**config.mk**
```make
export PLATFORM = sky130hd
export DESIGN_NAME = nt_node_pipe_mon_flat
export DESIGN_NICKNAME = d
export VERILOG_FILES = /design/src/rtl/nt_node_pipe_mon_if.sv /design/src/rtl/nt_node_pipe_mon.sv /design/src/flat_wrapper.sv
export SDC_FILE = /design/constraint.sdc
export NUM_CORES = 1
export LEC_CHECK = 0
export CAP_MARGIN = 10
export CORE_AREA = 2 2 39 41
export CTS_BUF_LIST = sky130_fd_sc_hd__clkbuf_16
export CTS_CLUSTER_SIZE = 20
export DETAILED_ROUTE_END_ITERATION = 16
export DIE_AREA = 0 0 41 43
export PLACE_DENSITY_LB_ADDON = 0.1
export SLEW_MARGIN = 20
export SYNTH_ARGS = -nofsm -noshare
export SYNTH_HDL_FRONTEND = slang
export SYNTH_SLANG_ARGS = --single-unit
```
**constraint.sdc**
```tcl
create_clock -name I1470_clk -period 2.4 [get_ports I1470_clk]
set_clock_uncertainty 0.15 [all_clocks]
set_input_delay 0.48 -clock I1470_clk [delete_from_list [all_inputs] [get_ports I1470_clk]]
set_output_delay 0.48 -clock I1470_clk [all_outputs]
set_load 0.01 [all_outputs]
```
**src/rtl/nt_node_pipe_mon_if.sv**
```systemverilog
// nt_node_pipe_mon_if: channel-input / observe-node-output handshake bundle for nt_node_pipe_mon.
// Ports: in_data/in_valid/in_ready (upstream side), out_node/out_valid/out_ready (downstream side).
// The slave modport is the pipe itself; master is whoever drives inputs and consumes the node.
interface nt_node_pipe_mon_if #(
    parameter int CH = 4
);
    logic [CH-1:0] in_data;
    logic          in_valid;
    logic          in_ready;
    logic          out_node;
    logic          out_valid;
    logic          out_ready;

    modport master (
        output in_data, in_valid, out_ready,
        input  in_ready, out_node, out_valid
    );

    modport slave (
        input  in_data, in_valid, out_ready,
        output in_ready, out_node, out_valid
    );
endinterface

```
**src/rtl/nt_node_pipe_mon.sv**
```systemverilog
// nt_node_pipe_mon: CH nets through DEPTH DFF stages, reduced (OR/AND/XOR) into one registered observe node.
// Latency: DEPTH cycles from accept to out_valid; throughput one result per cycle.
// Backpressure: every stage holds while out_valid & !out_ready; in_ready = !out_valid | out_ready.
//
// Ports: I1470_clk (rising edge), I1477_rst (async, active-low), pipe (slave: in_data/in_valid/
//   in_ready, out_node/out_valid/out_ready), act_count, rare_flag, win_done (activity monitor).
// Build option: define ACT_MON_EN to build the windowed activity monitor; otherwise act_count,
//   rare_flag and win_done are tied to 0 and no monitor flops exist.
module nt_node_pipe_mon #(
    parameter int CH     = 4,
    parameter int DEPTH  = 2,
    parameter int MODE   = 0,
    parameter int CNT_W  = 8,
    parameter int WIN_W  = 10,
    parameter int THRESH = 1
) (
    input  logic               I1470_clk,
    input  logic               I1477_rst,
    nt_node_pipe_mon_if.slave  pipe,
    output logic [CNT_W-1:0]   act_count,
    output logic               rare_flag,
    output logic               win_done
);

    // Elaboration-time guard against meaningless configurations.
    if (CH < 1 || DEPTH < 1 || CNT_W < 1 || CNT_W > 32 || WIN_W < 1 || THRESH < 0) begin : g_bad_cfg
        $error("nt_node_pipe_mon: illegal parameter combination");
    end

    logic [CH-1:0]    stg_dat_q [DEPTH];
    logic [DEPTH-1:0] stg_vld_q;
    logic             out_node_q;
    logic             out_node_d;
    logic             out_vld_q;
    logic             advance;

    // The whole pipe moves as one shift register; empty slots are not squeezed out.
    assign advance        = !out_vld_q || pipe.out_ready;
    assign pipe.in_ready  = advance;
    assign pipe.out_node  = out_node_q;
    assign pipe.out_valid = out_vld_q;

    always_comb begin
        out_node_d = |stg_dat_q[DEPTH-1];
        case (MODE)
            1:       out_node_d = &stg_dat_q[DEPTH-1];
            2:       out_node_d = ^stg_dat_q[DEPTH-1];
            default: out_node_d = |stg_dat_q[DEPTH-1];
        endcase
    end

    always_ff @(posedge I1470_clk or negedge I1477_rst) begin
        if (!I1477_rst) begin
            for (int i = 0; i < DEPTH; i++) begin
                stg_dat_q[i] <= '0;
            end
            stg_vld_q  <= '0;
            out_node_q <= 1'b0;
            out_vld_q  <= 1'b0;
        end else if (advance) begin
            stg_dat_q[0] <= pipe.in_data;
            stg_vld_q[0] <= pipe.in_valid;
            for (int i = 1; i < DEPTH; i++) begin
                stg_dat_q[i] <= stg_dat_q[i-1];
                stg_vld_q[i] <= stg_vld_q[i-1];
            end
            out_node_q <= out_node_d;
            out_vld_q  <= stg_vld_q[DEPTH-1];
        end
    end

`ifdef ACT_MON_EN
    logic [WIN_W-1:0] win_q;
    logic [WIN_W-1:0] win_d;
    logic [CNT_W-1:0] act_q;
    logic [CNT_W-1:0] act_d;
    logic [CNT_W-1:0] act_sum;
    logic             rare_q;
    logic             rare_d;
    logic             hit_ev;
    logic             win_end;

    always_comb begin
        // A node==1 result consumed downstream this cycle.
        hit_ev  = out_vld_q && pipe.out_ready && out_node_q;
        win_end = (win_q == '1);
        act_sum = act_q;
        if (hit_ev && (act_q != '1)) begin
            act_sum = act_q + CNT_W'(1);
        end
        win_d  = win_q + WIN_W'(1);
        act_d  = act_sum;
        rare_d = rare_q;
        // The closing window includes an event landing on its very last cycle.
        if (win_end) begin
            act_d  = '0;
            rare_d = (32'(act_sum) < 32'(THRESH));
        end
    end

    always_ff @(posedge I1470_clk or negedge I1477_rst) begin
        if (!I1477_rst) begin
            win_q  <= '0;
            act_q  <= '0;
            rare_q <= 1'b0;
        end else begin
            win_q  <= win_d;
            act_q  <= act_d;
            rare_q <= rare_d;
        end
    end

    assign act_count = act_q;
    assign rare_flag = rare_q;
    assign win_done  = win_end;
`else
    assign act_count = '0;
    assign rare_flag = 1'b0;
    assign win_done  = 1'b0;
`endif

endmodule

```
**src/flat_wrapper.sv**
```systemverilog
// flat-port wrapper written by rule: the top's interface ports become plain ports
module nt_node_pipe_mon_flat 
#(
    parameter int CH     = 4,
    parameter int DEPTH  = 2,
    parameter int MODE   = 0,
    parameter int CNT_W  = 8,
    parameter int WIN_W  = 10,
    parameter int THRESH = 1
)
  (I1470_clk, I1477_rst, act_count, rare_flag, win_done, pipe_in_data, pipe_in_valid, pipe_out_ready, pipe_in_ready, pipe_out_node, pipe_out_valid);
  nt_node_pipe_mon_if #(.CH(CH)) pipe_i ();
  input  logic I1470_clk;
  input  logic I1477_rst;
  output logic [CNT_W-1:0] act_count;
  output logic rare_flag;
  output logic win_done;
  input wire logic [$bits(pipe_i.in_data)-1:0] pipe_in_data;
  input wire logic [$bits(pipe_i.in_valid)-1:0] pipe_in_valid;
  input wire logic [$bits(pipe_i.out_ready)-1:0] pipe_out_ready;
  output wire logic [$bits(pipe_i.in_ready)-1:0] pipe_in_ready;
  output wire logic [$bits(pipe_i.out_node)-1:0] pipe_out_node;
  output wire logic [$bits(pipe_i.out_valid)-1:0] pipe_out_valid;
  assign pipe_i.in_data = pipe_in_data;
  assign pipe_i.in_valid = pipe_in_valid;
  assign pipe_i.out_ready = pipe_out_ready;
  assign pipe_in_ready = pipe_i.in_ready;
  assign pipe_out_node = pipe_i.out_node;
  assign pipe_out_valid = pipe_i.out_valid;
  nt_node_pipe_mon #(.CH(CH), .DEPTH(DEPTH), .MODE(MODE), .CNT_W(CNT_W), .WIN_W(WIN_W), .THRESH(THRESH)) u_core (.I1470_clk(I1470_clk), .I1477_rst(I1477_rst), .pipe(pipe_i), .act_count(act_count), .rare_flag(rare_flag), .win_done(win_done));
endmodule
```
# Word level (Yosys, flattened, before mapping)
# Index checks and enable logic that the tools add are counted.
[op_classes]
reduce_logical = 3
[op_table]
columns = ["cell", "n"]
rows = [
  ["$reduce_or A4 Y1", 1],
  ["$logic_not A1 Y1", 1],
  ["$logic_or A1 B1 Y1", 1],
]
[word_totals]
ff_bits = 12
output_inout_bits = 13
wordCells = 8

# Longest topological paths before layout
[logic_depth]
depth_word = 2
mapped_depth = 3
ltp_nobuf = 2

# Worst setup path before layout
# OpenSTA, ideal clock, no wires.
[synth_timing]
path_kind = "input to output"
from = "in pipe_out_ready"
to = "out pipe_in_ready"
t_arrival_ps = 873
required_time_ps = 1770
path_slack_ps = 897
cell_stages = 2
path_buffers = 1
path_cell_list = "nand2b_1 -> buf_2"
[synth_via]
elab_chain_cells = 1
[synth_lines]
columns = ["item", "line", "text"]
rows = [
  ["from (decl)", "flat_wrapper.sv:20", "input wire logic [$bits(pipe_i.out_ready)-1:0] pipe_out_ready;"],
  ["$logic_or A1 B1 Y1", "nt_node_pipe_mon.sv:38", "assign advance = !out_vld_q || pipe.out_ready;"],
  ["to (decl)", "flat_wrapper.sv:21", "output wire logic [$bits(pipe_i.in_ready)-1:0] pipe_in_ready;"],
]
# No other way between the ends.

# Worst setup path after layout
# Same ends and word-level chain as after synthesis.

==> metrics <==
status=complete, no violations; # diodes=0; layout cell share with drive strength beyond 1=29.41%; Crit Path Max Fanout=2; Fin. Hold Viols=0; Routed Antenna Nets=0; Mapped Area=531.8 µm²; Hold Path Class=reg -> reg; Hold-fix buffers, CTS=0; Peak Freq=453.7 MHz; GR Util All Layers=12.40%; max-slew violation count=0; CTS resizes=0; die area=1763 µm²; Worst Tran Pin Value=0.5255 ns; largest net degree at the start of global routing=13; number of remaining DRC errors=0; Clk Latency, worst-skew pair=0.24 ns; CTS sink cnt=12; RSZ-0062 raised after global routing=false; R2R cell count=2; synth warn=0; Switching Share=21.94%; Max Root-Sink Buffers=2; Required @ worst endpoint=1.77 ns; Chip Height=43 µm; clock network fraction of total power=42.1%; Internal Power=0.5566 mW; Starting DRT DRC Count=1; final wirelength=771 µm; PortBufs=10; placed inst area=613.1 µm²; met2 usage in global routing=18.13%; starting density of the core=38.43%; Worst VDD drop=0.5225 mV; GP Congestion=0.6623; register area share after synthesis=56.47%; Global Route met1 Usage=11.34%; number of max-cap violations=0; P_leak=0.3069 nW; number of buffers added for setup after CTS=0; vias in the first global route=295; hold_sp=u_core.stg_vld_q[1]; core area=1384 µm²; grt total ovfl=0; via count=287; commonest non-fill, non-tap cell in the layout=dfrtp_1; Sequential Power Share=39.3%; initial antenna violation count=0; reg-to-reg startpoint=u_core.stg_dat_q[3]; first-pass GRT wire length=1269 µm; drt first pass iters=2; met3 Use GR=7.853%; Die X=41 µm; WL/cell=11.51 µm; Comb pwr share=18.6%; Syn-to-layout area delta=30.12%; Cell Rows=14; Net Switching=0.1565 mW; drt via density=4.284; Avg Inst Size Synth=13.99 µm²; Critical Path AT=1.57 ns; CTS tree=built; FILL cells=127; IO Pins=21; Nets=60; synth unique cells=8; post-route cell area=691.9 µm²; Cells after Synth=38; fin crit share=91.85%; relative max-transition margin=64.86%; WHS Endpoint=u_core.pipe.out_valid; CTS H-Tree Depth=1; setup violators final=0; Root Driver=clkbuf_16; Crit Path Class=in -> out; Worst setup SP type=primary input; clock-pin slew on the worst setup and hold paths=0.04 ns; Final min period=2.204 ns; R2R Path End=u_core.pipe.out_node; crit end category=primary output; CTS buffer count=3; flop-to-flop setup slack=0.98 ns; Setup Total Neg Slack=0 ns; HPWL Detailed=568 µm; Yosys reg bits=12; grt peak-use layer=met2; commonest non-fill, non-tap cells in the layout=dfrtp_1, mux2_2, conb_1, clkdlybuf4s50_1, clkbuf_16; P per Cell Area=1031 nW/µm²; Hold Path Stages=1
-- flip-flops by register name (all words and copies together) (netlist names) --
register,cells
u_core.pipe.out_node,1
u_core.pipe.out_valid,1
u_core.stg_vld_q,2
u_core.stg_dat_q,8
-- how the worst max path moves through the flow --
stage	startpoint	to	slack (ns)	depth (start not counted)
finish	pipe_out_ready	pipe_in_ready	0.20	3
global placement	pipe_out_ready	pipe_in_ready	0.19	3
CTS	pipe_out_ready	pipe_in_ready	0.19	3
floorplan	pipe_out_ready	pipe_in_ready	0.90	2
global route	pipe_out_ready	pipe_in_ready	0.16	3
detailed placement	pipe_out_ready	pipe_in_ready	0.19	3
-- synth_stat cells --
library cell / n / area, µm²
buf_4: 10 / 75.07
mux2_2: 10 / 112.6
or4_1: 1 / 7.510
buf_2: 1 / 5.000
conb_1: 1 / 3.750
nand2b_1: 2 / 12.51
dfrtp_1: 12 / 300.3
mux2_4: 1 / 15.01
-- kinds of logic (layout without fill, tap and decap cells) --
family                 count (synthesis)  after routing  synth area share [%]
buffers and inverters                 11             15                 15.06
flip-flops                            12             12                 56.47
multiplexers                          11             11                 24.00
other                                  1             10                0.7052
AND/OR/NAND/NOR                        3              3                 3.765
-- routing by layer --
metal	part of all wire, %	vias to the layer above	wire length, µm
li1	-	132	-
met1	35	141	271
met2	53	11	409
met3	8.6	3	66
met4	3.0	0	23
met5	0	-	0
-- power groups by stage --
stage | combinational, mW | sequential (mW) | clock, mW
2_1_floorplan | 0.0930 | 0.278 | 0
3_3_place_gp | 0.130 | 0.279 | 0
3_5_place_dp | 0.134 | 0.284 | 0
4_1_cts | 0.135 | 0.282 | 0.306
5_1_grt | 0.145 | 0.287 | 0.320
6_report | 0.133 | 0.280 | 0.300
-- metrics by stage --
| stage | utilization, % | total power, mW | instances | setup slack (ns) | hold WS (ns) |
|---|---|---|---|---|---|
| after global routing | 50.00 | 0.7519 | 67 | 0.1584 | 0.3657 |
| after detailed placement | 44.30 | 0.4175 | 63 | 0.1878 | 0.3070 |
| after floorplan | - | 0.3707 | 47 | 0.8969 | 0.03441 |
| final | 50.00 | 0.7131 | 67 | 0.1957 | 0.3397 |
| after global placement | 44.30 | 0.4087 | 63 | 0.1949 | 0.2875 |
| after CTS | 50.00 | 0.7230 | 67 | 0.1878 | 0.3514 |
-- worst max-delay path, stage by stage --
cell and delay, ns:
clkdlybuf4s50_1 0.44, nand2b_1 0.11, clkdlybuf4s50_1 0.54
-- area by class of cell --
class,instances,area [µm²],share of cell area (%)
Clock inverter,1,3.754,0.5425
Tap cell,16,20.02,2.893
Clock buffer,3,75.07,10.85
Timing Repair Buffer,11,107.6,15.55
Multi-Input combinational cell,24,185.2,26.76
Sequential cell,12,300.3,43.40
Power figures use the tool's default switching activity.
